==> src/rtl/pipe_hazard_ctrl.sv <==
// Central stall/flush sequencer for the 5-stage pipeline, with saturating
// stall/flush performance counters and a sticky wait-timeout flag.
module pipe_hazard_ctrl #(
  parameter int unsigned REG_W    = 5,
  parameter int unsigned CNT_W    = 32,
  parameter int unsigned MAX_WAIT = 255
) (
  input  logic             clk,
  input  logic             rst,
  input  logic [REG_W-1:0] id_rs1,
  input  logic [REG_W-1:0] id_rs2,
  input  logic             id_use_rs1,
  input  logic             id_use_rs2,
  input  logic             ex_memread,
  input  logic [REG_W-1:0] ex_rd,
  input  logic             ex_br_taken,
  input  logic             ex_is_muldiv,
  input  logic             muldiv_done,
  input  logic             im_ready,
  input  logic             dm_req,
  input  logic             dm_ready,
  output logic             pc_stall,
  output logic             if_stall,
  output logic             if_flush,
  output logic             id_flush,
  output logic             ex_stall,
  output logic             mem_stall,
  output logic             muldiv_start,
  output logic             timeout_err,
  output logic [CNT_W-1:0] stall_cycles,
  output logic [CNT_W-1:0] flush_count
);

  localparam int unsigned WaitW = (MAX_WAIT < 2) ? 1 : $clog2(MAX_WAIT + 1);
  localparam logic [WaitW-1:0] WaitMax = WaitW'(MAX_WAIT);

  typedef enum logic [1:0] {StRun, StDmemWait, StMuldivWait} state_e;

  state_e           state_q, state_d;
  logic [WaitW-1:0] wait_cnt_q, wait_cnt_d, wait_inc;
  logic             timeout_q, timeout_set;
  logic [CNT_W-1:0] stall_cycles_q, stall_cycles_d;
  logic [CNT_W-1:0] flush_count_q, flush_count_d;
  logic             flush_evt;
  logic             ld_use;

  logic pc_stall_c, if_stall_c, if_flush_c, id_flush_c, ex_stall_c, mem_stall_c, muldiv_start_c;

  assign ld_use = ex_memread && (ex_rd != '0) &&
                  ((id_use_rs1 && (id_rs1 == ex_rd)) || (id_use_rs2 && (id_rs2 == ex_rd)));

  assign wait_inc = (wait_cnt_q == WaitMax) ? wait_cnt_q : wait_cnt_q + 1'b1;

  always_comb begin
    state_d        = state_q;
    wait_cnt_d     = wait_cnt_q;
    timeout_set    = 1'b0;
    flush_evt      = 1'b0;
    pc_stall_c     = 1'b0;
    if_stall_c     = 1'b0;
    if_flush_c     = 1'b0;
    id_flush_c     = 1'b0;
    ex_stall_c     = 1'b0;
    mem_stall_c    = 1'b0;
    muldiv_start_c = 1'b0;

    unique case (state_q)
      StRun: begin
        if (dm_req && !dm_ready) begin
          pc_stall_c  = 1'b1;
          if_stall_c  = 1'b1;
          ex_stall_c  = 1'b1;
          mem_stall_c = 1'b1;
          wait_cnt_d  = '0;
          state_d     = StDmemWait;
        end else if (ex_is_muldiv && !muldiv_done) begin
          pc_stall_c     = 1'b1;
          if_stall_c     = 1'b1;
          ex_stall_c     = 1'b1;
          muldiv_start_c = 1'b1;
          wait_cnt_d     = '0;
          state_d        = StMuldivWait;
        end else begin
          // A mul/div whose result is already valid only needs the start pulse.
          muldiv_start_c = ex_is_muldiv;
          if (ex_br_taken) begin
            if_flush_c = 1'b1;
            id_flush_c = 1'b1;
            flush_evt  = 1'b1;
          end else if (ld_use) begin
            pc_stall_c = 1'b1;
            if_stall_c = 1'b1;
            id_flush_c = 1'b1;
          end else if (!im_ready) begin
            pc_stall_c = 1'b1;
            if_flush_c = 1'b1;
          end
        end
      end
      StDmemWait: begin
        if (!dm_ready) begin
          pc_stall_c  = 1'b1;
          if_stall_c  = 1'b1;
          ex_stall_c  = 1'b1;
          mem_stall_c = 1'b1;
          wait_cnt_d  = wait_inc;
          timeout_set = (wait_inc == WaitMax);
        end else begin
          state_d = StRun;
        end
      end
      StMuldivWait: begin
        if (!muldiv_done) begin
          pc_stall_c  = 1'b1;
          if_stall_c  = 1'b1;
          ex_stall_c  = 1'b1;
          wait_cnt_d  = wait_inc;
          timeout_set = (wait_inc == WaitMax);
        end else begin
          state_d = StRun;
        end
      end
      default: state_d = StRun;
    endcase
  end

  always_comb begin
    stall_cycles_d = stall_cycles_q;
    flush_count_d  = flush_count_q;
    if (pc_stall_c && (stall_cycles_q != '1)) stall_cycles_d = stall_cycles_q + 1'b1;
    if (flush_evt && (flush_count_q != '1))   flush_count_d  = flush_count_q + 1'b1;
  end

  always_ff @(posedge clk or posedge rst) begin
    if (rst) begin
      state_q        <= StRun;
      wait_cnt_q     <= '0;
      timeout_q      <= 1'b0;
      stall_cycles_q <= '0;
      flush_count_q  <= '0;
    end else begin
      state_q        <= state_d;
      wait_cnt_q     <= wait_cnt_d;
      timeout_q      <= timeout_q | timeout_set;
      stall_cycles_q <= stall_cycles_d;
      flush_count_q  <= flush_count_d;
    end
  end

  // Control outputs are forced low for as long as reset is held.
  assign pc_stall     = pc_stall_c     & ~rst;
  assign if_stall     = if_stall_c     & ~rst;
  assign if_flush     = if_flush_c     & ~rst;
  assign id_flush     = id_flush_c     & ~rst;
  assign ex_stall     = ex_stall_c     & ~rst;
  assign mem_stall    = mem_stall_c    & ~rst;
  assign muldiv_start = muldiv_start_c & ~rst;
  assign timeout_err  = timeout_q;
  assign stall_cycles = stall_cycles_q;
  assign flush_count  = flush_count_q;

endmodule
==> config.mk <==
export PLATFORM = sky130hd
export DESIGN_NAME = pipe_hazard_ctrl
export DESIGN_NICKNAME = d
export VERILOG_FILES = /design/src/rtl/pipe_hazard_ctrl.sv
export SDC_FILE = /design/constraint.sdc
export NUM_CORES = 1
export LEC_CHECK = 0
export ABC_AREA = 0
export BUFFER_PORTS_ARGS = -buffer_cell sky130_fd_sc_hd__buf_2
export CAP_MARGIN = 15
export CORE_ASPECT_RATIO = 1.1
export CORE_MARGIN = 2
export CORE_UTILIZATION = 28
export DETAILED_ROUTE_END_ITERATION = 16
export SYNTH_ARGS = -nofsm -noshare
export SYNTH_HDL_FRONTEND = slang
export SYNTH_SLANG_ARGS = --single-unit
==> constraint.sdc <==
create_clock -name clk -period 2.8 [get_ports clk]
set_input_delay 0.7 -clock clk [delete_from_list [all_inputs] [get_ports clk]]
set_output_delay 0.7 -clock clk [all_outputs]
set_load 0.02 [all_outputs]
## After elaboration in Yosys (flattened, before gate mapping)

Index checks and enable logic that the tools add are counted.

- $add $sub $neg: 3
- Equal/unequal tests: 13
- Multiplexer cells: 48
- Bitwise gates (word level): 9
- Reduce and logical (&&, ||, !) cells: 16

Operator list:

| operator | number |
|---|---|
| 32-bit by 1-bit adder with 32-bit output (second input constant) | 2 |
| 32-bit != test (second input constant) | 2 |
| 8-bit 2-to-1 mux | 5 |
| 1-bit 2-to-1 mux | 32 |
| 8-bit case mux with 3 select lines | 1 |
| 8-bit == test (second input constant) | 2 |
| 5-bit == test | 2 |
| 1-bit case mux with 3 select lines | 3 |
| 8-bit by 1-bit adder with 8-bit output (second input constant) | 1 |
| 1-bit logical AND | 8 |
| 2-bit 2-to-1 mux | 4 |
| 2-bit != test (second input constant) | 4 |
| 1-bit AND | 7 |
| 2-bit case mux with 3 select lines | 1 |
| 5-bit nonzero test | 1 |
| 1-bit case mux with 2 select lines | 2 |
| 4-bit AND reduction | 1 |
| 3-bit != test (second input constant) | 1 |
| 3-bit AND reduction | 1 |
| 3-bit nonzero test | 1 |
| 2-bit by 1-bit == test with 1-bit output (second input constant) | 1 |
| 2-bit == test (second input constant) | 1 |
| 1-bit logical NOT | 2 |
| 2-bit logical NOT | 1 |
| 3 further kinds | 3 |

- Bits in registers: 75
- Input port bits: 26
- Output and inout bits: 72
- Logic and storage cells: 94

## Logic depth before layout (Yosys ltp)

Gate-level depths: netlist (run 1).

- Depth in word-level cells: 10
- Depth in mapped cells: 9
- Depth with buffers taken out: 8

## Least setup slack after synthesis (run 1)

Ideal clock, no wire load.

- Kind: input port to output port
- Start: in ex_rd[4]
- End: out pc_stall
- Data arrival time: 2.309 ns
- Data required time: 2.100 ns
- Path slack: -0.209 ns
- Stages on the path: 6
- Path buffers: 1
- Cell sequence: xor2_1 -> nor4_1 -> a32oi_1 -> o21ai_1 -> buf_2 -> nor3b_1

- Word-level cells in the longest chain between the ends: 10
- Elaborated cells on any way between the ends: 14
- Those cells by class: eq/ne: 2; mux: 5; bitwise: 1; reduce/logical: 6

RTL lines:

| what | line | source |
|---|---|---|
| start: declaration | 15 | `input logic [REG_W-1:0] ex_rd,` |
| 5-bit == test | 50 | `((id_use_rs1 && (id_rs1 == ex_rd)) \|\| (id_use_rs2 && (id_rs2 == ex_rd)));` |
| 1-bit logical AND | 50 |  |
| 1-bit logical OR | 50 |  |
| 1-bit logical AND * | 49 | `assign ld_use = ex_memread && (ex_rd != '0) &&` |
| 1-bit 2-to-1 mux * | 90 | `end else if (ld_use) begin` |
| 1-bit 2-to-1 mux * | 86 | `if (ex_br_taken) begin` |
| 1-bit 2-to-1 mux * | 76 | `end else if (ex_is_muldiv && !muldiv_done) begin` |
| 1-bit 2-to-1 mux * | 69 | `if (dm_req && !dm_ready) begin` |
| 1-bit case mux with 3 select lines * | 67 | `unique case (state_q)` |
| 1-bit AND * | 151 | `assign pc_stall = pc_stall_c & ~rst;` |
| end: declaration | 22 | `output logic pc_stall,` |

Mark *: on every way between the ends. The rest lies on a longest branch, timed or not.

## Worst setup path in the final report (run 1)

- Start: in ex_rd[1]
- End: out pc_stall

The elaborated chain is that of the path after synthesis.

==> results of run 1 <==
==> state kept, by name, indices dropped and copies added, names as in the netlist <==
name	cells
stall_cycles	32
flush_count	32
wait_cnt_q	8
timeout_err	1
state_q	2
==> kinds of logic after synthesis <==
group / Yosys count
and+or+nand+nor: 182
buffers and inverters: 25
muxes: 2
xor gates and xnor gates: 73
DFF: 75
adders and majority gates: 7
AOI/OAI and AO/OA: 44
==> metal layers <==
layer  up-vias  routed length (um)  GRT usage, %
met5         -                   0             0
met1      1713                4528         16.42
met2        75                4786         22.01
li1       1684                   -             -
met4         0                 228         5.606
met3        16                 442         3.906
==> final cells by class <==
class	count	area, um2
fillers	1459	9163
clock inverters	4	50.05
flip-flops and latches	75	1877
repair buffers	107	601.8
multi-input cells	308	2148
clock buffers	11	252.7
inverters	15	56.30
well taps	192	240.2
==> power by group through the flow <==
stage	logic [mW]	clock network, mW	registers [mW]
2_1_floorplan	0.747	0	1.43
3_3_place_gp	1.12	0	1.36
3_5_place_dp	1.14	0	1.36
4_1_cts	1.15	1.22	1.34
5_1_grt	1.28	1.27	1.37
6_report	1.15	1.17	1.34
==> synth_stat cells, types with 2 or more instances <==
| cell | count |
|---|---|
| nor3_1 | 11 |
| nand3b_1 | 3 |
| xnor2_1 | 52 |
| nand3_2 | 8 |
| nand2b_1 | 3 |
| nor3b_1 | 3 |
| nand4b_1 | 5 |
| and3_1 | 18 |
| a21oi_1 | 13 |
| buf_2 | 3 |
| ha_1 | 7 |
| and4_1 | 7 |
| o21ai_0 | 8 |
| buf_6 | 2 |
| nor2_1 | 25 |
| o31ai_1 | 3 |
| a32oi_1 | 2 |
| dfrtp_1 | 75 |
| nor4_1 | 5 |
| nand2_1 | 33 |
| nand3_1 | 20 |
| and2_1 | 4 |
| xor2_1 | 21 |
| inv_1 | 15 |
| clkbuf_1 | 3 |
| nand4_1 | 29 |
==> cells in the final DEF, fill, tap and decap left out, types with 2 or more instances in the layout <==
cell / synthesis / layout
nor2_1: 25 / 25
clkinvlp_4: 0 / 2
nand2b_1: 3 / 3
ha_1: 7 / 7
o31ai_1: 3 / 3
buf_2: 3 / 90
nand2_1: 33 / 33
nand3_1: 20 / 20
nand4_1: 29 / 29
and3_1: 18 / 18
and2_1: 4 / 4
nor4_1: 5 / 4
a32oi_1: 2 / 2
a21oi_1: 13 / 12
buf_4: 1 / 13
xor2_2: 0 / 2
clkbuf_16: 0 / 9
nor3_1: 11 / 11
nand3b_1: 3 / 3
nor3b_2: 0 / 2
dfrtp_1: 75 / 75
nand4b_1: 5 / 5
xor2_1: 21 / 19
inv_1: 15 / 14
o21ai_1: 1 / 2
nand3_2: 8 / 8
and4_1: 7 / 7
clkbuf_8: 0 / 2
o21ai_0: 8 / 6
buf_6: 2 / 3
xnor2_1: 52 / 52
==> worst max-delay path: cells and delay by family <==
family	cells	cell delay, ps
simple gates	2	710
buf+inv	2	290
compound gates	2	410
==> metrics by stage <==
step                      std cells  utilization (%)
after floorplan                 408                -
after global placement          697            33.79
after CTS                       712            36.00
after global routing            712            36.32
after detailed placement        697            33.79
final                           712            36.32
==> worst min path at each step <==
stage                        startpoint             to  slack, ps
after global routing        timeout_err    timeout_err        500
after detailed placement    timeout_err    timeout_err        460
after floorplan           wait_cnt_q[6]  wait_cnt_q[6]        490
after global placement      timeout_err    timeout_err        470
after CTS                   timeout_err    timeout_err        480
final                       timeout_err    timeout_err        480
==> repair_timing <==
item	CTS	global route
pin swaps	4	8
cloned	0	0
resized for setup	6	10
setup endpoints to repair	4	4
==> results, run 1 <==
- The depth of the worst hold-timing path is 1.
- The cell area that synthesis handed to floorplanning was 4095 um2.
- The via count of the first global-routing pass was 3,369.
- The initial core utilization is 28.46%.
- The total clock buffers created by CTS is 9.
- The slew at the pin closest to its max-slew limit is 813.3 ps.
- The number of nets with antenna violations after detailed routing is 0.
- The core region is 14,390 um2.
- The checks that failed: setup timing.
- The number of vias per cell is 4.899.
- The synthesized net count is 441.
- The clock passes through at most 2 buffers.
- The power density over cell area is 702.2 nW/um2.
- The period utilization is 100.5%.
- For the worst setup path, the data arrival time is 2110 ps.
- The critical path class is in2out.
- The post-synthesis share of cell area spent on xor and xnor gates is 15.61%.
- The maximum number of pins on one net before global-route repair is 44.
- Row generation in the floorplan step produced 46 rows.
- The most used flip-flop cell after synthesis is dfrtp_1.
- The total of buffers placed on input and output ports is 97.
- The setup check on the worst reg-to-reg path leaves a slack of 480 ps.
- The maximum cell stage delay along the critical path is 550 ps.
- The number of different library cells used by synthesis comes to 56.
- After detailed routing, the number of remaining DRC violations is 0.
- The worst setup margin is -14.01 ps.
- Combinational logic burns 31.5% of the power.
- Yosys printed 0 warnings.
- The TritonCTS clock tree is done.
- The number of cell instances on the worst register-to-register path is 8.
- For the finished layout, the period the worst path requires is 2814 ps.
- Multiplexer cells account for 0.5500% of the synthesized area.
- IR analysis of the VDD net gives a maximum drop of 0.4251 mV.
- Of the synthesized area, sequential elements account for 45.83%.
- Yosys mapped a number of flops with a built-in enable equal to 0.
- The analysis attributes to net switching a power of 1.327 mW.
- The later pin in the worst-skew pair is clocked with a latency of 340 ps.
- Derived from the worst setup path, the maximum achievable clock frequency is 355.4 MHz.
- The master cell of the clock root buffer is clkbuf_16.
- The worst setup path is captured at a primary output.
- The share of total power in sequential cells is 36.6%.
- The origin of the critical flop-to-flop path is stall_cycles[0].
- The first detailed-routing pass ran for 4 iterations.
- Once the clock tree was built, the setup fixing pass inserted 0 buffers.
- The width of the die is 119.3 um.
- The fraction of the mapped netlist area in compound gates is 7.455%.
- The worst setup path startpoint is ex_rd[1].
- The clock tree synthesis step divided the H-tree into 3 levels.
- The termination of the worst setup path is pc_stall.
- The switching share of total power is 36.17%.
- The path class of the tightest hold or removal check is reg2reg.
- The net count of the finished layout is 549.
- The clock network accounts for 31.9% of the total power.
- The clock skew after layout is 4.210 ps.
- The number of diodes is 0.
- The fraction of final layout cells sized beyond drive strength 1 is 27.88%.
- Once layout is done, the placed cells without fillers occupy 5226 um2.
- The global-route wire length before repair is 16.60 mm.
- The number of buffers inserted by hold repair at cts is 0.
- After synthesis, the largest family of logic cells by area is simple AND/OR/NAND/NOR gates.
- The overall fraction of global-route tracks in use is 13.33%.
- The routability congestion estimate is 0.8505.
- The count of final max-slew check failures was 0.
- The post-synthesis async set-or-reset flop share is 100.0%.
- The die covers 15,610 um2.
- After synthesis, the cell types taking the most area are dfrtp_1 46%, xnor2_1 11%, xor2_1 4.5%, nand4_1 4.4%, nand2_1 3.0%.
- Summing the areas of all and, or, nand and nor instances in the mapped netlist gives 25.57% of the synthesized area.
- The violation count after the first detailed-route iteration is 187.
- The via count of the routed design is 3,488.
- For this design, the sink count on the clock tree is 75.
- The worst register-to-register path ends at stall_cycles[15].
- The flow ran to the end, but the final reports show violations.
- The final layout contains routed wiring with a total length of 9.986 mm.
- Setup total negative slack on the finished layout was measured at -23.71 ps.
- The post-placement cell area is 4862 um2.
- The worst-case headroom to the max-slew limit is 44.92%.
- The average routed wire per standard cell is 14.03 um.
- The post-CTS clock slew at the launch and capture registers of the worst setup and hold paths is 50 ps.
- The tool flagged a number of max-cap violations equal to 0.
- Summed over all cells, the static leakage comes to 2.457 nW.
- The total setup violations reported at the end of the flow is 2.
- The adder and majority gate portion of the synthesized area is 2.139%.
- Summed over all layers, the global routing overflow is 0.
- After synthesis the netlist holds a flip-flop and latch count of 75.
- The overall power after layout is 3.670 mW.
- The cell count after synthesis is 408.
- The sort of element at the start of the critical path is an input port.
- Timing analysis after detailed placement gives a worst setup slack of -124.5 ps.
- Dividing the synthesized area by the synthesized cell count gives 10.04 um2.
- The detailed placer's ending HPWL is 7.228 mm.
- The synthesis-to-finish area growth is 27.62%.
- The slowest cell on the critical path is or4_1.
- The synthesized design devotes to its leading area cell type 45.83% of total area.
- Setup repair after global routing could not meet its margin everywhere.
- The number of antenna violations at the first check in global routing is 0.
- The critical path goes through buf_2 > or4_1 > o2111ai_1 > o21ai_2 > nor3b_2 > buf_4.
- The cell internal power dissipation is 2.342 mW.
- The die outline height is 130.8 um.
- The worst hold margin is 484.5 ps.
- The top-level port count is 98.
- dfrtp_1 takes more of the synthesized area than any other cell.
- At the worst endpoint, the required time is 2100 ps.
- The highest fanout seen on the critical path is 3.
- The final number of hold-violating endpoints is 0.
Power figures use the tool's default switching activity.
==> run 2: changes to the inputs <==
--- a/config.mk
+++ b/config.mk
@@ -12,6 +12,7 @@
 export CORE_MARGIN = 2
 export CORE_UTILIZATION = 28
 export DETAILED_ROUTE_END_ITERATION = 16
+export RECOVER_POWER = 50
 export SYNTH_ARGS = -nofsm -noshare
 export SYNTH_HDL_FRONTEND = slang
 export SYNTH_SLANG_ARGS = --single-unit
==> run 2 against run 1 <==
Effect of this change:
- the run still ends with setup timing left
- clock power barely moved
- global-route usage is the same
- worst setup slack worse by 6.5 ps
- die area is the same
- non-clock buffer count did not move
- core utilization is 0.37 points lower
- critical path type unchanged
- largest power group unchanged
==> results, run 2 (synthesis results as in run 1) <==
- The combinational cell fraction of total power was 31.3% (-0.2 points).
- Routed signal wires occupy layers up through met4.
- The fraction of final layout cells sized beyond drive strength 1 was 21.54% (-6.3 points).
- The worst-skew pair later-pin latency came to 340 ps (about the same).
- The post-placement cell area came to 4862 um2 (unchanged).
- The number of buffers inserted by hold repair at cts is 0 (unchanged).
- The average routed wire per standard cell is 14.01 um (-0.10%).
- The highest fanout seen on the critical path was 2 (-1).
- The number of antenna violations at the first check in global routing is 0 (unchanged).
- The total clock buffers created by CTS is 9 (unchanged).
- The critical path class is in2out.
- The number of design rule violations left after detail routing is 0 (unchanged).
- The total of fill cells in the finished design was 1,479 (+1.4%).
- The met1 wire length is 4.533 mm (+0.11%).
- The worst hold margin is 487.1 ps (+2.629 ps).
- The total wire length was 9.976 mm (-0.10%).
- The routed wire length on met2 was 4.770 mm (-0.33%).
- The largest voltage drop on the vdd net is 0.4200 mV (-1.2%).
- The row count was 46 (unchanged).
- The worst setup margin is -20.53 ps (-6.525 ps).
- CTS placed an instance of clkbuf_16 at the clock tree root.
- The most common cell after layout, fill and taps aside is dfrtp_1.
- The number of diodes is 0 (unchanged).
- The switching share of total power is 36.24% (+0.067 points).
- The footprint of the multi-input gates is 2148 um2 (unchanged).
- The leakage power of the design is 2.325 nW (-5.4%).
- The final number of hold-violating endpoints was 0 (unchanged).
- Setup repair after global routing could not meet its margin everywhere.
- The number of nets with antenna violations after detailed routing is 0 (unchanged).
- The number of vias per cell is 4.881 (-0.37%).
- The synthesis-to-finish area growth is 26.34%.
- The number of nets in the layout came to 549 (unchanged).
- The sort of element at the end of the critical path is a primary output.
- The detailed placer's ending HPWL is 7.228 mm (unchanged).
- The slew at the pin closest to its max-slew limit is 1246 ps (+432.3 ps).
- The fmax was 354.5 MHz (-0.23%).
- The length of the first detailed-routing pass in iterations was 4 (unchanged).
- The clock skew after layout is 4.230 ps (+0.01943 ps).
- The shortest period the worst path allows is 2821 ps (+6.525 ps).
- The power density over cell area came to 707.9 nW/um2 (+0.82%).
- The share of total power in sequential cells is 36.7% (about the same).
- The part of the power in the clock network came to 32.0% (about the same).
- The width of the die is 119.3 um (unchanged).
- The total die area is 15,610 um2 (unchanged).
- The sort of element at the start of the critical path is an input port.
- The checks that failed: setup timing.
- The TritonCTS clock tree is done.
- The initial core utilization is 28.46% (unchanged).
- The area of the core came to 14,390 um2 (unchanged).
- The cell internal power dissipation came to 2.335 mW (-0.30%).
- The run finished, with violations left.
- The violation count after the first detailed-route iteration came to 191 (+2.1%).
- The number of sinks on the clock net came to 75 (unchanged).
- The global-route wire length before repair is 16.60 mm (unchanged).
- The total of buffers placed on input and output ports is 97 (unchanged).
- The worst path required time came to 2100 ps (about the same).
- The maximum buffer depth of the clock tree is 2 (unchanged).
- The final instance area is 5174 um2 (-1.0%).
- The number of max-cap violations was 0 (unchanged).
- The top-level port count is 98 (unchanged).
- The total setup violations reported at the end of the flow is 2 (unchanged).
- The worst-case headroom to the max-slew limit is 16.87% (-28 points).
- The routability congestion estimate is 0.8505 (unchanged).
- The deepest level of the CTS H-tree was 3 (unchanged).
- The tightest min-delay check is of the reg2reg type.
- The period utilization is 100.7% (+0.23 points).
- The overall fraction of global-route tracks in use is 13.33% (unchanged).
- The placement-stage worst setup slack came to -124.5 ps (unchanged).
- The storage element area is 1877 um2 (unchanged).
- The maximum number of pins on one net before global-route repair is 44 (unchanged).
- The die outline height is 130.8 um (unchanged).
- The via count of the first global-routing pass is 3,369 (unchanged).
- The net switching power is 1.327 mW (about the same).
- The worst path arrival time is 2120 ps (about the same).
- The count of final max-slew check failures is 0 (unchanged).
- The post-CTS clock slew at the launch and capture registers of the worst setup and hold paths is 50 ps (about the same).
- The global-route congestion overflow total is 0 (unchanged).
- The length of routed met3 wiring is 455 um (+2.9%).
- The via count of the routed design is 3,475 (-0.37%).
- The total negative setup slack came to -24.99 ps (-1.283 ps).
- The library cells used most frequently in the layout, excluding fill and tap cells, are 75 x dfrtp_1, 58 x buf_2, 52 x xnor2_1.
run 2: worst paths after layout:
kind | cells past startpoint | slack [ps] | to | start
worst max-delay path | 7 | -20 | id_flush | id_rs2[4]
worst min-delay path | 1 | 490 | timeout_err | timeout_err
worst max register to register | 8 | 480 | stall_cycles[15] | stall_cycles[0]
worst min register to register | 1 | 490 | timeout_err | timeout_err
max in group asynchronous | 3 | 630 | flush_count[18] | rst
min in group asynchronous | 2 | 800 | stall_cycles[8] | rst
run 2: layout make-up:
cell class              instances  area share [%]
multi-input cells             308           41.52
flip-flops and latches         75           36.28
repair buffers                107           10.62
clock buffers                  11           4.885
well taps                     192           4.643
inverters                      15           1.088
clock inverters                 4          0.9674
run 2: timing repair:
item | in CTS | in global routing
setup buffers | 0 | 0
hold endpoints to repair | 0 | 0
pin swaps | 4 | 8
endpoints found under the setup margin | 4 | 4
resized for setup | 6 | 10
run 2: metal layers:
layer | vias up | global-route usage (%)
li1 | 1685 | -
met1 | 1703 | 16.42
met2 | 73 | 22.01
met3 | 14 | 3.906
met4 | 0 | 5.606
met5 | - | 0
run 2: critical path, stage by stage:
cell	delay, ps
buf_6	100
xor2_2	170
nor4_2	290
a32oi_1	160
or2_4	280
a211oi_2	230
buf_4	180
run 2: power groups by stage:
stage | combinational [mW] | sequential, mW | clock (mW)
after CTS | 1.15 | 1.34 | 1.22
after floorplan | 0.747 | 1.43 | 0
after global routing | 1.27 | 1.37 | 1.27
after global placement | 1.12 | 1.36 | 0
after detailed placement | 1.14 | 1.36 | 0
final | 1.15 | 1.34 | 1.17
run 2: per-stage QoR:
| stage | power [mW] | util, % | std cells |
|---|---|---|---|
| floorplan | 2.180 | - | 408 |
| global placement | 2.479 | 33.79 | 697 |
| detailed placement | 2.498 | 33.79 | 697 |
| CTS | 3.715 | 36.00 | 712 |
| global route | 3.911 | 35.96 | 712 |
| finish | 3.663 | 35.96 | 712 |
==> run 3: changes to the inputs <==
--- a/config.mk
+++ b/config.mk
@@ -12,7 +12,9 @@
 export CORE_MARGIN = 2
 export CORE_UTILIZATION = 28
 export DETAILED_ROUTE_END_ITERATION = 16
+export PLACE_DENSITY = 0.6
 export RECOVER_POWER = 50
+export SKIP_CTS_REPAIR_TIMING = 1
 export SYNTH_ARGS = -nofsm -noshare
 export SYNTH_HDL_FRONTEND = slang
 export SYNTH_SLANG_ARGS = --single-unit
==> run 3 against run 2 <==
Effect of this change:
- worst hold slack about the same
- die area unchanged
- worst setup slack improved by 42 ps
- combinational power about the same
- wire length increased by 0.12%
- non-clock buffer count unchanged
- via count increased by 0.29%
- fmax increased by 1.5%
- the flow now finishes without violations
- clock power about the same
- clock-buffer cell count unchanged
- critical endpoint is now pc_stall
- final cell count unchanged
==> results, run 3 (synthesis results as in run 1) <==
- The slowest cell on the critical path is or4_1.
- The initial core utilization is 28.46% (unchanged).
- The total clock buffers created by CTS is 9 (unchanged).
- The overall fraction of global-route tracks in use is 13.27% (-0.056 points).
- The number of max-cap violations is 0 (unchanged).
- The power density over cell area was 709.0 nW/um2 (+0.16%).
- The final instance area is 5179 um2 (about the same).
- The startpoint identified for the worst register-to-register timing path is stall_cycles[0].
- The top-level port count is 98 (unchanged).
- The period utilization is 99.24% (-1.5 points).
- The maximum buffer depth of the clock tree came to 2 (unchanged).
- The footprint of the multi-input gates is 2156 um2 (+0.35%).
- The fraction of final layout cells sized beyond drive strength 1 is 21.54% (unchanged).
- The length of the first detailed-routing pass in iterations came to 4 (unchanged).
- The worst hold path begins at timeout_err.
- The area of the core is 14,390 um2 (unchanged).
- The average routed wire per standard cell was 14.03 um (+0.12%).
- The class of the tightest hold or removal check is reg2reg.
- The total of buffers placed on input and output ports came to 97 (unchanged).
- The routability congestion estimate was 0.8505 (unchanged).
- The deepest level of the CTS H-tree came to 3 (unchanged).
- The number of nets with antenna violations after detailed routing is 0 (unchanged).
- The worst setup path is of the in2out kind.
- The run finished with clean final reports.
- The post-placement cell area is 4862 um2 (unchanged).
- The global-route congestion overflow total is 0 (unchanged).
- The maximum number of pins on one net before global-route repair was 44 (unchanged).
- The total of fill cells in the finished design was 1,487 (+0.54%).
- The post-CTS clock slew at the launch and capture registers of the worst setup and hold paths is 50 ps (about the same).
- The width of the die came to 119.3 um (unchanged).
- The die outline height is 130.8 um (unchanged).
- In this run the worst setup path begins at ex_rd[1].
- The number of vias per cell is 4.895 (+0.29%).
- Walking the worst path, the cells encountered are buf_2 > or4_1 > o2111ai_2 > o21ai_2 > nor3b_2 > buf_4.
- The post-layout instance count excluding filler cells is 712 (unchanged).
- The slew at the pin closest to its max-slew limit is 1253 ps (+7.626 ps).
- The sort of element at the end of the critical path is a primary output.
- The number of nets in the layout is 549 (unchanged).
- The maximum cell stage delay along the critical path is 570 ps (+280 ps).
- The worst-skew pair later-pin latency is 340 ps (about the same).
- The violation count after the first detailed-route iteration was 197 (+3.1%).
- Leaving out fill and tap cells, the most frequent cell in the layout is dfrtp_1.
- The root buffer cell chosen for the clock tree is clkbuf_16.
- The synthesis-to-finish area growth is 26.46% (about the same).
- The worst hold margin is 487.1 ps (-0.001000 ps).
- The global-route wire length before repair came to 16.53 mm (-0.46%).
- The number of antenna violations at the first check in global routing is 0 (unchanged).
- The highest fanout seen on the critical path is 3 (+1).
- The largest voltage drop on the vdd net is 0.4200 mV (about the same).
- The row count came to 46 (unchanged).
- The storage element area was 1877 um2 (unchanged).
- The worst path required time is 2100 ps (about the same).
- The via count of the first global-routing pass came to 3,360 (-0.27%).
- The final number of hold-violating endpoints is 0 (unchanged).
- The detailed placer's ending HPWL is 7.228 mm (unchanged).
- The worst-case headroom to the max-slew limit is 16.36% (-0.51 points).
- STA classifies the critical path startpoint as an input port.
- The number of diodes is 0 (unchanged).
- The TritonCTS clock tree is done.
- The via count of the routed design came to 3,485 (+0.29%).
- The total wire length was 9.988 mm (+0.12%).
- The shortest period the worst path allows is 2779 ps (-41.89 ps).
- The number of instances in the placed design is 697 (unchanged).
- The total setup violations reported at the end of the flow came to 0 (-2).
- The leakage power of the design was 2.320 nW (-0.21%).
- The worst path arrival time is 2080 ps (-40 ps).
- The number of design rule violations left after detail routing is 0 (unchanged).
- The clock skew after layout was 4.163 ps (-0.06689 ps).
- The total die area is 15,610 um2 (unchanged).
- The number of sinks on the clock net is 75 (unchanged).
- The top cell types in the final layout, fill and taps aside, are 75 x dfrtp_1, 56 x buf_2, 52 x xnor2_1.
- The fmax came to 359.9 MHz (+1.5%).
- The count of final max-slew check failures is 0 (unchanged).
## run 3: changes by cell type in the layout (fill, tap and decap cells not counted), sizes merged
cell,before,now
buf,74,72
clkbuf,44,46
## run 3: metrics by stage
stage	setup WS, ps	power [mW]	TNS [ps]	utilization [%]
after floorplan	-16.70	2.180	-1002	-
after global placement	-19.39	2.479	-19.39	33.79
after detailed placement	-124.5	2.498	-237.3	33.79
after CTS	-124.7	3.703	-241.9	35.90
after global routing	-9.435	3.921	-9.435	35.99
final	21.35	3.672	0	35.99
## run 3: area by class of cell
| class | count | area share, % |
|---|---|---|
| clock buffer | 11 | 4.880 |
| clock inverter | 4 | 0.9664 |
| inverter | 15 | 1.087 |
| multi-input combinational | 308 | 41.63 |
| sequential | 75 | 36.24 |
| tap | 192 | 4.639 |
| timing repair buffer | 107 | 10.56 |
## run 3: worst max-delay path, delay by kind of cell
| kind | cells | cell delay (ps) |
|---|---|---|
| simple gates | 2 | 730 |
| compound gates | 2 | 350 |
| buf+inv | 2 | 290 |
## run 3: path summary, 6_finish.rpt
path                                    end  slack, ps  cells after the start
min in group asynchronous   stall_cycles[8]        920                      2
hold reg to reg                 timeout_err        490                      1
setup / recovery                   pc_stall         20                      6
setup reg to reg           stall_cycles[15]        480                      8
hold / removal                  timeout_err        490                      1
max in group asynchronous   flush_count[18]        520                      3
## run 3: layer usage
layer | GRT usage (%) | vias up | wire [um]
li1 | - | 1682 | -
met1 | 16.36 | 1720 | 4503
met2 | 21.87 | 71 | 4823
met3 | 3.906 | 12 | 462
met4 | 5.606 | 0 | 198
met5 | 0 | - | 0
## run 3: power breakdown
| group | internal [mW] | switching (mW) | leakage (nW) |
|---|---|---|---|
| logic | 0.409 | 0.746 | 1.17 |
| registers | 1.20 | 0.147 | 1.01 |
| clock network | 0.731 | 0.441 | 0.144 |
